[config.mk]
export PLATFORM = sky130hd
export DESIGN_NAME = transport_send_sched
export DESIGN_NICKNAME = d
export VERILOG_FILES = /design/src/rtl/transport_send_sched.sv
export SDC_FILE = /design/constraint.sdc
export NUM_CORES = 1
export LEC_CHECK = 0
export CAP_MARGIN = 30
export CORE_AREA = 10 10 86 88
export CTS_CLUSTER_DIAMETER = 100
export DETAILED_ROUTE_END_ITERATION = 10
export DIE_AREA = 0 0 96 98
export PLACE_DENSITY_LB_ADDON = 0.15
export SETUP_SLACK_MARGIN = 0.02
export SLEW_MARGIN = 10
export SYNTH_ARGS = -nofsm -noshare
export SYNTH_HDL_FRONTEND = slang
export SYNTH_SLANG_ARGS = --single-unit
[constraint.sdc]
create_clock -name clk -period 2.9 [get_ports clk]
set_input_delay 0.29 -clock clk [delete_from_list [all_inputs] [get_ports clk]]
set_output_delay 0.29 -clock clk [all_outputs]
set_load 0.05 [all_outputs]
[src/rtl/transport_send_sched.sv]
`default_nettype none
// ============================================================================
// Module   : transport_send_sched
// Purpose  : Round-robin arbiter that shares one transportSend packetizer
//            among NUM_REQ requesters. It latches the winner's cmd/data,
//            pulses sendData, tracks the busy window and aborts through a
//            watchdog if the packetizer never acknowledges.
// Revision : 1.0  initial release
// ============================================================================
module transport_send_sched #(
    parameter int NUM_REQ = 3,
    parameter int TIMEOUT = 255
) (
    input  logic                    clk,
    input  logic                    reset,
    input  logic [NUM_REQ-1:0]      req,
    input  logic [2*NUM_REQ-1:0]    req_cmd,
    input  logic [16*NUM_REQ-1:0]   req_data,
    output logic [NUM_REQ-1:0]      grant,
    output logic [1:0]              tx_cmd,
    output logic [15:0]             tx_data,
    output logic                    tx_send,
    input  logic                    tx_busy,
    output logic [2:0]              owner,
    output logic                    active,
    output logic                    done,
    output logic                    timeout_err
);

    localparam logic [1:0] c_st_idle      = 2'd0;
    localparam logic [1:0] c_st_issue     = 2'd1;
    localparam logic [1:0] c_st_wait_busy = 2'd2;
    localparam logic [1:0] c_st_wait_done = 2'd3;

    localparam logic [3:0] c_num_req = 4'(NUM_REQ);
    localparam logic [2:0] c_last    = 3'(NUM_REQ - 1);
    localparam logic [7:0] c_timeout = 8'(TIMEOUT);

    logic [1:0]         r_state;
    logic [2:0]         r_rr;
    logic [7:0]         r_wd_cnt;

    logic [NUM_REQ-1:0] w_rot;
    logic               w_found;
    logic [3:0]         w_sum;
    logic [2:0]         w_sel;
    logic [NUM_REQ-1:0] w_grant;
    logic [2:0]         w_rr_next;

    // Rotate requests so bit 0 is the rr position, then take the first set bit
    // and map it back to an absolute requester index.
    always_comb begin
        w_rot   = NUM_REQ'({req, req} >> r_rr);
        w_found = 1'b0;
        w_sum   = 4'd0;
        w_sel   = 3'd0;
        for (int k = 0; k < NUM_REQ; k++) begin
            if (!w_found && w_rot[k]) begin
                w_found = 1'b1;
                w_sum   = {1'b0, r_rr} + 4'(k);
                w_sel   = (w_sum >= c_num_req) ? 3'(w_sum - c_num_req) : w_sum[2:0];
            end
        end
        w_grant   = {{(NUM_REQ-1){1'b0}}, 1'b1} << w_sel;
        w_rr_next = (owner == c_last) ? 3'd0 : owner + 3'd1;
    end

    // Scheduler FSM; every output is registered and pulses default low.
    always_ff @(posedge clk) begin
        if (reset) begin
            r_state     <= c_st_idle;
            r_rr        <= 3'd0;
            r_wd_cnt    <= 8'd0;
            grant       <= '0;
            tx_cmd      <= 2'd0;
            tx_data     <= 16'd0;
            tx_send     <= 1'b0;
            owner       <= 3'd0;
            active      <= 1'b0;
            done        <= 1'b0;
            timeout_err <= 1'b0;
        end else begin
            grant       <= '0;
            tx_send     <= 1'b0;
            done        <= 1'b0;
            timeout_err <= 1'b0;
            case (r_state)
                c_st_idle: begin
                    // An externally held packetizer blocks new grants.
                    if (w_found && !tx_busy) begin
                        grant   <= w_grant;
                        owner   <= w_sel;
                        active  <= 1'b1;
                        tx_cmd  <= 2'(req_cmd >> {w_sel, 1'b0});
                        tx_data <= 16'(req_data >> {w_sel, 4'b0000});
                        r_state <= c_st_issue;
                    end
                end
                c_st_issue: begin
                    tx_send  <= 1'b1;
                    r_wd_cnt <= 8'd0;
                    r_state  <= c_st_wait_busy;
                end
                c_st_wait_busy: begin
                    if (tx_busy) begin
                        r_state <= c_st_wait_done;
                    end else if (r_wd_cnt == c_timeout) begin
                        timeout_err <= 1'b1;
                        active      <= 1'b0;
                        r_rr        <= w_rr_next;
                        r_state     <= c_st_idle;
                    end else begin
                        r_wd_cnt <= r_wd_cnt + 8'd1;
                    end
                end
                c_st_wait_done: begin
                    if (!tx_busy) begin
                        done    <= 1'b1;
                        active  <= 1'b0;
                        r_rr    <= w_rr_next;
                        r_state <= c_st_idle;
                    end
                end
                default: r_state <= c_st_idle;
            endcase
        end
    end

endmodule
`default_nettype wire

==> impl_metrics.json, run 1 <==
{
  "status": "finished clean",
  "r2r_start": "r_rr[0]$_SDFFE_PP0P_",
  "rows": 28,
  "synth.top_cell.area_share_pct": 33.3,
  "num-fill-cells": 526,
  "fin_crit_sh_pct": 92.0,
  "finalSetupViolCount": 0,
  "cp-startpoint": "r_rr[0]$_SDFFE_PP0P_",
  "synth_top_cell_by_area": "dfxtp_1",
  "dp_cells": 439,
  "drive_above_1_share_pct": 11.9,
  "p_per_area_nw_per_um2": 495,
  "syn_nets": 344,
  "vdd_drop_max_mv": 0.250,
  "synthTopCellsByArea": "dfxtp_1, mux2i_1, ha_1, nor2_1, and3_1",
  "synth_flop_cell": "dfxtp_1",
  "drv_slew": 0,
  "die_x_um": 96,
  "worstSetupEndpoint": "tx_cmd[1]$_SDFFE_PP0P_",
  "area_growth_pct": 45.9,
  "synth-async-reset-ratio_pct": 0,
  "cp.required_ns": 3.07,
  "drt-initial-drc-count": 77,
  "numCtsBuffers": 5,
  "io_pins": 88,
  "dpl.hpwl_um": 5780,
  "initial_utilization_pct": 42.9,
  "drv_cap": 0,
  "hp-class": "reg -> reg",
  "critical_path_class": "reg -> reg",
  "htreeDepth": 2,
  "grt_setup_unrepaired": "no",
  "die_h_um": 98,
  "tritoncts": "yes",
  "reg2regPathDepth": 10,
  "core_area_um2": 5750,
  "vias": 2369,
  "hold_viol": 0,
  "dr.pass1.iters": 4,
  "wl_met3_um": 730,
  "yosysSeqAreaShare_pct": 33.3,
  "grt_usage_pct": 15.0,
  "grt_first_pass_wirelength_um": 11700,
  "rr_endpoint": "tx_cmd[1]$_SDFFE_PP0P_",
  "grt_pass1_vias": 2394,
  "end_kind": "flop",
  "critical_path_arrival_ns": 2.83,
  "nets": 443,
  "wirelength_um": 7130,
  "tightestPinTransition_ns": 0.546,
  "route.met2.wl_um": 3300,
  "cellLeakagePower_nw": 1.45,
  "max-clock-path-buffers": 2,
  "total_power_w": 0.00178,
  "synth.ff_latch_count": 41,
  "overflow": 0,
  "insertedDiodeCount": 0,
  "synthCells": 272,
  "fmax_ghz": 0.375,
  "dieArea_um2": 9410,
  "routedWlPerCell_um": 16.0,
  "gp_congestion": 0.811,
  "port_buffers": 87,
  "antenna_left": 0,
  "grt_antenna_before_repair": 0,
  "clk_root_buffer_cell": "clkbuf_8",
  "ff2ff_setup_slack_ns": 0.23,
  "layout_common_cells": "clkdlybuf4s50_1, dfxtp_1, nor2_1",
  "clk_latency_ns": 0.29,
  "critPathMaxFanout": 17,
  "cts_sinks": 41,
  "final_common_cell": "clkdlybuf4s50_1",
  "avgSynthCellArea_um2": 9.07,
  "maxSlewHeadroom_pct": 63.5,
  "fin_cells": 446,
  "netlist_area_um2": 2470,
  "drc": 0,
  "maxUsedRoutingLayer": "met4",
  "finClkSkew_ns": 0.0101,
  "grt_max_degree": 21,
  "viasPerCell": 5.31,
  "synth-edff-count": 0,
  "cp-start-kind": "flop",
  "yosys_warnings": 0,
  "cts.clk_slew.worst_paths_ns": 0.08,
  "period_minus_slack_ns": 2.67,
  "ys_types": 55,
  "drt-met1-wl_um": 3010
}
worst max-delay path: stages, from the launching register on:
cell and delay [ns]:
dfxtp_1 0.34, buf_4 0.22, inv_1 0.12, ha_1 0.22, nor2b_1 0.17, nand2_1 0.07, o21ai_0 0.38, o211a_4 0.29
mux2_4 0.31, and3_1 0.17, a221o_1 0.26
per-layer routing:
| metal | GRT usage, % | up-vias |
|---|---|---|
| li1 | - | 1206 |
| met1 | 17.6 | 1084 |
| met2 | 23.1 | 71 |
| met3 | 7.89 | 8 |
| met4 | 4.43 | 0 |
| met5 | 0 | - |
worst min path at each step:
stage	end	cells past startpoint	slack, ns	startpoint
final	tx_cmd[0]$_SDFFE_PP0P_	1	0.49	tx_cmd[0]$_SDFFE_PP0P_
after CTS	tx_cmd[0]$_SDFFE_PP0P_	1	0.49	tx_cmd[0]$_SDFFE_PP0P_
after floorplan	tx_send$_SDFF_PP0_	1	0.36	reset
after global placement	tx_data[3]$_SDFFE_PP0P_	2	0.46	tx_data[3]$_SDFFE_PP0P_
after detailed placement	tx_data[4]$_SDFFE_PP0P_	2	0.47	tx_data[4]$_SDFFE_PP0P_
after global routing	r_state[1]$_SDFFE_PP0P_	2	0.51	r_state[1]$_SDFFE_PP0P_
power breakdown:
group / switching, W / internal, W / total, W
Combinational: 0.000422 / 0.000316 / 0.000739
Sequential: 0.0000385 / 0.000625 / 0.000664
Clock: 0.000190 / 0.000188 / 0.000378
metrics by stage:
step	setup TNS, ns	hold WS [ns]	instance area, um2	setup WS [ns]	util [%]
2_1_floorplan	0	0.362	2470	0.406	-
3_3_place_gp	-0.00201	0.465	3510	-0.00134	61.0
3_5_place_dp	-0.594	0.473	3510	-0.0759	61.0
4_1_cts	0	0.494	3600	0.219	62.6
5_1_grt	0	0.515	3600	0.0390	62.7
6_report	0	0.486	3600	0.232	62.7
what timing repair did:
item                                    CTS  global route
gates resized for setup                   0             1
setup buffers                             0             0
endpoints found under the setup margin    0            10
hold buffers                              0             0
cells by family after synthesis:
kind of cell / synth area share (%)
AOI/OAI and AO/OA: 22.5
xor gates and xnor gates: 3.19
adders and majority gates: 6.09
buffers and inverters: 4.16
DFF: 33.3
muxes: 11.8
and+or+nand+nor: 19.1
synth_stat cells (all sizes together) (2+ instances only):
| master | n |
|---|---|
| o21ai | 26 |
| nor2 | 26 |
| a211oi | 4 |
| ha | 12 |
| inv | 8 |
| buf | 7 |
| nand4 | 3 |
| o211a | 2 |
| nand2 | 14 |
| clkbuf | 6 |
| dfxtp | 41 |
| o221a | 2 |
| mux2i | 23 |
| a221o | 4 |
| nor4 | 2 |
| o211ai | 3 |
| nand3 | 3 |
| and3 | 12 |
| a21oi | 8 |
| or3 | 4 |
| nor2b | 5 |
| mux2 | 4 |
| or2 | 4 |
| a22oi | 8 |
| o22ai | 2 |
| nand2b | 6 |
| o31a | 2 |
| xnor2 | 4 |
| a41oi | 7 |
| xor2 | 5 |
area by class of cell:
| cell class | instances | area [um2] | area share, % |
|---|---|---|---|
| Inverter | 8 | 30.0 | 0.834 |
| Multi-Input combinational cell | 210 | 1550 | 43.0 |
| Timing Repair Buffer | 105 | 1020 | 28.3 |
| Tap cell | 75 | 93.8 | 2.61 |
| Clock inverter | 1 | 7.51 | 0.209 |
| Sequential cell | 41 | 821 | 22.8 |
| Clock buffer | 6 | 82.6 | 2.29 |
flip-flops by register name, indices dropped and copies added (netlist names):
signal / cells
timeout_err: 1
done: 1
r_wd_cnt: 8
r_state: 2
tx_data: 16
grant: 3
active: 1
tx_send: 1
r_rr: 3
tx_cmd: 2
owner: 3
Note: power is estimated with default switching activity, not from simulation.
==> run 2, diff against run 1 <==
- CORE_AREA: 10 10 86 88 -> 10 10 74 76
- CTS_CLUSTER_DIAMETER: 100 -> default
- DIE_AREA: 0 0 96 98 -> 0 0 84 86
- DONT_BUFFER_PORTS: default -> 1
- GPL_ROUTABILITY_DRIVEN: default -> 0
==> impl_metrics.json, run 2 (same netlist as run 1, synthesis figures left out) <==
{
  "numCtsBuffers": 5,
  "critical_path_arrival_ns": 2.96,
  "critical_path.slowest_cell": "or4b_2",
  "cp.required_ns": 3.13,
  "max_stage_delay_ns": 0.68,
  "drv_cap": 0,
  "cts.clk_slew.worst_paths_ns": 0.08,
  "finClkSkew_ns": 0.00764,
  "critPathMaxFanout": 11,
  "placed_cell_area_um2": 2520,
  "dpl.hpwl_um": 4730,
  "final_cell_area_um2": 2630,
  "clk_latency_ns": 0.29,
  "crit_family": "simple AND/OR/NAND/NOR gates",
  "dr.pass1.iters": 4,
  "cp_num_cells": 7,
  "p_per_area_nw_per_um2": 604,
  "hold_viol": 0,
  "nets": 347,
  "grt_first_pass_wirelength_um": 10000,
  "grt_usage_pct": 16.4,
  "die_x_um": 84,
  "tritoncts": "yes",
  "end_kind": "flop",
  "status": "finished clean",
  "largest_register_ff_count": 16,
  "hold_path_depth": 1,
  "cp-start-kind": "flop",
  "tightestPinTransition_ns": 0.664,
  "port_buffers": 0,
  "hold_slack_ns": 0.0587,
  "regMostFlops": "tx_data",
  "period_minus_slack_ns": 2.73,
  "vdd_drop_max_mv": 0.423,
  "initial_utilization_pct": 62.1,
  "fin_crit_sh_pct": 94.0,
  "final_common_cell": "dfxtp_1",
  "cts_sinks": 41,
  "hp-class": "in -> reg",
  "max-clock-path-buffers": 2,
  "layout_common_cells": "dfxtp_1, nor2_1, mux2i_1",
  "die_h_um": 86,
  "total_power_w": 0.00159,
  "clk_root_buffer_cell": "clkbuf_8",
  "routedWlPerCell_um": 18.7,
  "postCtsSetupBuffers": 0,
  "grt_max_degree": 18,
  "viasPerCell": 6.24,
  "overflow": 0,
  "finalSetupViolCount": 0,
  "vias": 2034,
  "critPathBufInv": 0,
  "core_area_um2": 3970,
  "grt_setup_unrepaired": "yes",
  "wirelength_um": 6090,
  "rows": 23,
  "critical_path_class": "reg -> reg",
  "area_growth_pct": 6.69,
  "top_regs": "tx_data: 16 flops, r_wd_cnt: 8 flops",
  "final_util_pct": 66.3,
  "grt_pass1_vias": 2063,
  "antenna_left": 0,
  "io_pins": 88,
  "drt-initial-drc-count": 155,
  "dieArea_um2": 7220,
  "drive_above_1_share_pct": 13.0,
  "fmax_ghz": 0.367,
  "worstPathCellList": "or4b_2, o32ai_1, o21ai_0, o31a_2, nor2_1, and3_1, a221o_1",
  "reg2regPathDepth": 7,
  "insertedDiodeCount": 0,
  "grt_antenna_before_repair": 0,
  "htreeDepth": 2,
  "maxSlewHeadroom_pct": 55.6,
  "drv_slew": 0,
  "drc": 0,
  "cellLeakagePower_nw": 1.09
}
run 2: cell types whose count changed in the layout (fill, tap and decap cells not counted), sizes merged:
cell,delta
clkinv,+2
clkinvlp,-1
buf,-9
clkdlybuf4s50,-87
run 2: layout make-up:
type                            count  area [um2]
Clock buffer                        6        82.6
Sequential cell                    41         821
Multi-Input combinational cell    210        1560
Clock inverter                      2        13.8
Timing Repair Buffer                9        67.6
Inverter                            8        30.0
Fill cell                         316        1340
Tap cell                           50        62.6
run 2: power by group:
group          leakage (nW)  internal, W  total (W)  switching, W
combinational         0.702     0.000155   0.000341      0.000186
sequential            0.334     0.000625   0.000857      0.000232
clock                0.0512     0.000193   0.000391      0.000198
run 2: routing by layer:
| layer | share of wire [%] | vias to the layer above | track usage (%) |
|---|---|---|---|
| li1 | - | 1015 | - |
| met1 | 42 | 930 | 18.9 |
| met2 | 45 | 85 | 25.7 |
| met3 | 12 | 4 | 9.65 |
| met4 | 0.76 | 0 | 3.65 |
| met5 | 0 | - | 0 |
run 2: metrics by stage:
| stage | worst slack (ns) | setup TNS [ns] | instances |
|---|---|---|---|
| CTS | 0.131 | 0 | 326 |
| floorplan | 0.406 | 0 | 272 |
| finish | 0.174 | 0 | 326 |
| global route | -0.000612 | -0.000612 | 326 |
| detailed placement | 0.165 | 0 | 318 |
| global placement | 0.204 | 0 | 318 |
run 2: timing repair:
| item | CTS | global route |
|---|---|---|
| endpoints found under the setup margin | 0 | 14 |
| resized for setup | 0 | 2 |
| hold buffers | 0 | 0 |
run 2: final timing paths:
kind	start	end	slack, ns
worst min-delay path	reset	tx_send$_SDFF_PP0_	0.06
worst max-delay path	r_rr[2]$_SDFFE_PP0P_	tx_data[14]$_SDFFE_PP0P_	0.17
worst min register to register	r_wd_cnt[7]$_SDFFE_PP0P_	r_wd_cnt[7]$_SDFFE_PP0P_	0.50
worst max register to register	r_rr[2]$_SDFFE_PP0P_	tx_data[14]$_SDFFE_PP0P_	0.17
==> run 3, diff against run 2 <==
- PLACE_DENSITY: default -> 0.84
- PLACE_DENSITY_LB_ADDON: 0.15 -> default
==> impl_metrics.json, run 3 (same netlist as run 1, synthesis figures left out) <==
{
  "core_area_um2": 3970,
  "nets": 345,
  "postCtsSetupBuffers": 0,
  "largest_register_ff_count": 16,
  "hold_viol": 0,
  "finClkSkew_ns": 0.00585,
  "cellInternalPower_w": 0.000974,
  "drv_cap": 0,
  "drt-initial-drc-count": 153,
  "io_pins": 88,
  "status": "finished clean",
  "cts.clk_slew.worst_paths_ns": 0.08,
  "grt_max_degree": 22,
  "max_stage_delay_ns": 0.43,
  "crit_family": "compound AO/OA/AOI/OAI gates",
  "drc": 0,
  "fmax_ghz": 0.364,
  "vias": 2064,
  "critical_path.slowest_cell": "dfxtp_1",
  "cp.required_ns": 3.08,
  "grt_setup_unrepaired": "no",
  "num-fill-cells": 324,
  "combPwrFrac_pct": 21.7,
  "clkPwrFrac_pct": 24.4,
  "overflow": 0,
  "grt_pass1_vias": 2148,
  "viasPerCell": 6.37,
  "seqPwrFrac_pct": 53.9,
  "drv_slew": 0,
  "cp-start-kind": "flop",
  "ctsResizeCount": 0,
  "initial_utilization_pct": 62.1,
  "htreeDepth": 2,
  "rows": 23,
  "routedWlPerCell_um": 19.4,
  "die_x_um": 84,
  "tightestPinTransition_ns": 0.703,
  "critical_path_class": "reg -> reg",
  "clk_root_buffer_cell": "clkbuf_8",
  "die_h_um": 86,
  "port_buffers": 0,
  "regMostFlops": "tx_data",
  "hp-class": "in -> reg",
  "dpl.hpwl_um": 4900,
  "area_growth_pct": 6.24,
  "pre_cts_ws_ns": 0.178,
  "dieArea_um2": 7220,
  "critPathMaxFanout": 7,
  "end_kind": "flop",
  "grt_antenna_before_repair": 0,
  "critPathBufInv": 1,
  "ctsHoldBuffers": 0,
  "p_per_area_nw_per_um2": 609,
  "worstPathCellList": "inv_1, ha_1, nor2b_1, nand2_1, o21ai_0, o211a_4, mux2_4, and3_1, a221o_1",
  "grt_usage_pct": 16.8,
  "drive_above_1_share_pct": 12.4,
  "insertedDiodeCount": 0,
  "max-clock-path-buffers": 2,
  "numCtsBuffers": 5,
  "cts_sinks": 41,
  "grt_first_pass_wirelength_um": 10400,
  "wirelength_um": 6300,
  "finalSetupViolCount": 0,
  "switchingPower_w": 0.000622,
  "maxSlewHeadroom_pct": 53.1,
  "dr.pass1.iters": 4,
  "vdd_drop_max_mv": 0.324,
  "finalWorstSetupSlack_ns": 0.153,
  "fin_crit_sh_pct": 94.7,
  "top_regs": "tx_data: 16 flops, r_wd_cnt: 8 flops",
  "antenna_left": 0,
  "tns_ns": 0,
  "layout_common_cells": "dfxtp_1, nor2_1, mux2i_1",
  "switching_share_pct": 39.0,
  "final_common_cell": "dfxtp_1",
  "cellLeakagePower_nw": 1.08,
  "clk_latency_ns": 0.29,
  "critical_path_arrival_ns": 2.92,
  "period_minus_slack_ns": 2.75,
  "tritoncts": "yes",
  "final_util_pct": 66.0
}
==> run 3: worst reg2reg max path: stages, from the launching register on <==
cell and delay [ns]:
dfxtp_1 0.43, inv_1 0.14, ha_1 0.34, nor2b_1 0.22
nand2_1 0.07, o21ai_0 0.36, o211a_4 0.29, mux2_4 0.31
and3_1 0.20, a221o_1 0.27
==> run 3: stage by stage <==
stage	instances	total power, W	area, um2	hold WS (ns)
floorplan	272	0.00114	2470	0.362
global placement	316	0.00120	2520	0.363
detailed placement	316	0.00122	2520	0.363
CTS	324	0.00161	2620	0.0520
global route	324	0.00168	2620	0.0459
finish	324	0.00160	2620	0.0661
==> run 3: cell type report <==
cell class	instances	area (um2)	area share, %
repair buffers	7	65.1	2.48
clock buffers	6	82.6	3.15
multi-input cells	210	1550	59.0
well taps	50	62.6	2.39
flip-flops and latches	41	821	31.3
inverters	8	30.0	1.15
clock inverters	2	13.8	0.525
==> run 3: power groups by stage <==
stage / Clock, W / Sequential, W / Combinational [W]
6_report: 0.000389 / 0.000861 / 0.000347
5_1_grt: 0.000423 / 0.000872 / 0.000386
4_1_cts: 0.000398 / 0.000863 / 0.000345
3_5_place_dp: 0 / 0.000875 / 0.000344
3_3_place_gp: 0 / 0.000875 / 0.000330
2_1_floorplan: 0 / 0.000854 / 0.000283
==> run 3: path summary, 6_finish.rpt <==
kind	start	to	slack [ns]	cells after the start
min	reset	r_state[1]$_SDFFE_PP0P_	0.07	1
min reg2reg	r_wd_cnt[7]$_SDFFE_PP0P_	r_wd_cnt[7]$_SDFFE_PP0P_	0.49	2
max reg2reg	r_rr[2]$_SDFFE_PP0P_	tx_data[12]$_SDFFE_PP0P_	0.15	9
max	r_rr[2]$_SDFFE_PP0P_	tx_data[12]$_SDFFE_PP0P_	0.15	9
==> run 3: metal layers <==
metal / part of all wire [%] / vias to the layer above / GRT usage (%)
li1: - / 1010 / -
met1: 42 / 971 / 19.0
met2: 49 / 81 / 28.5
met3: 9.0 / 2 / 7.38
met4: 0.43 / 0 / 3.81
met5: 0 / - / 0
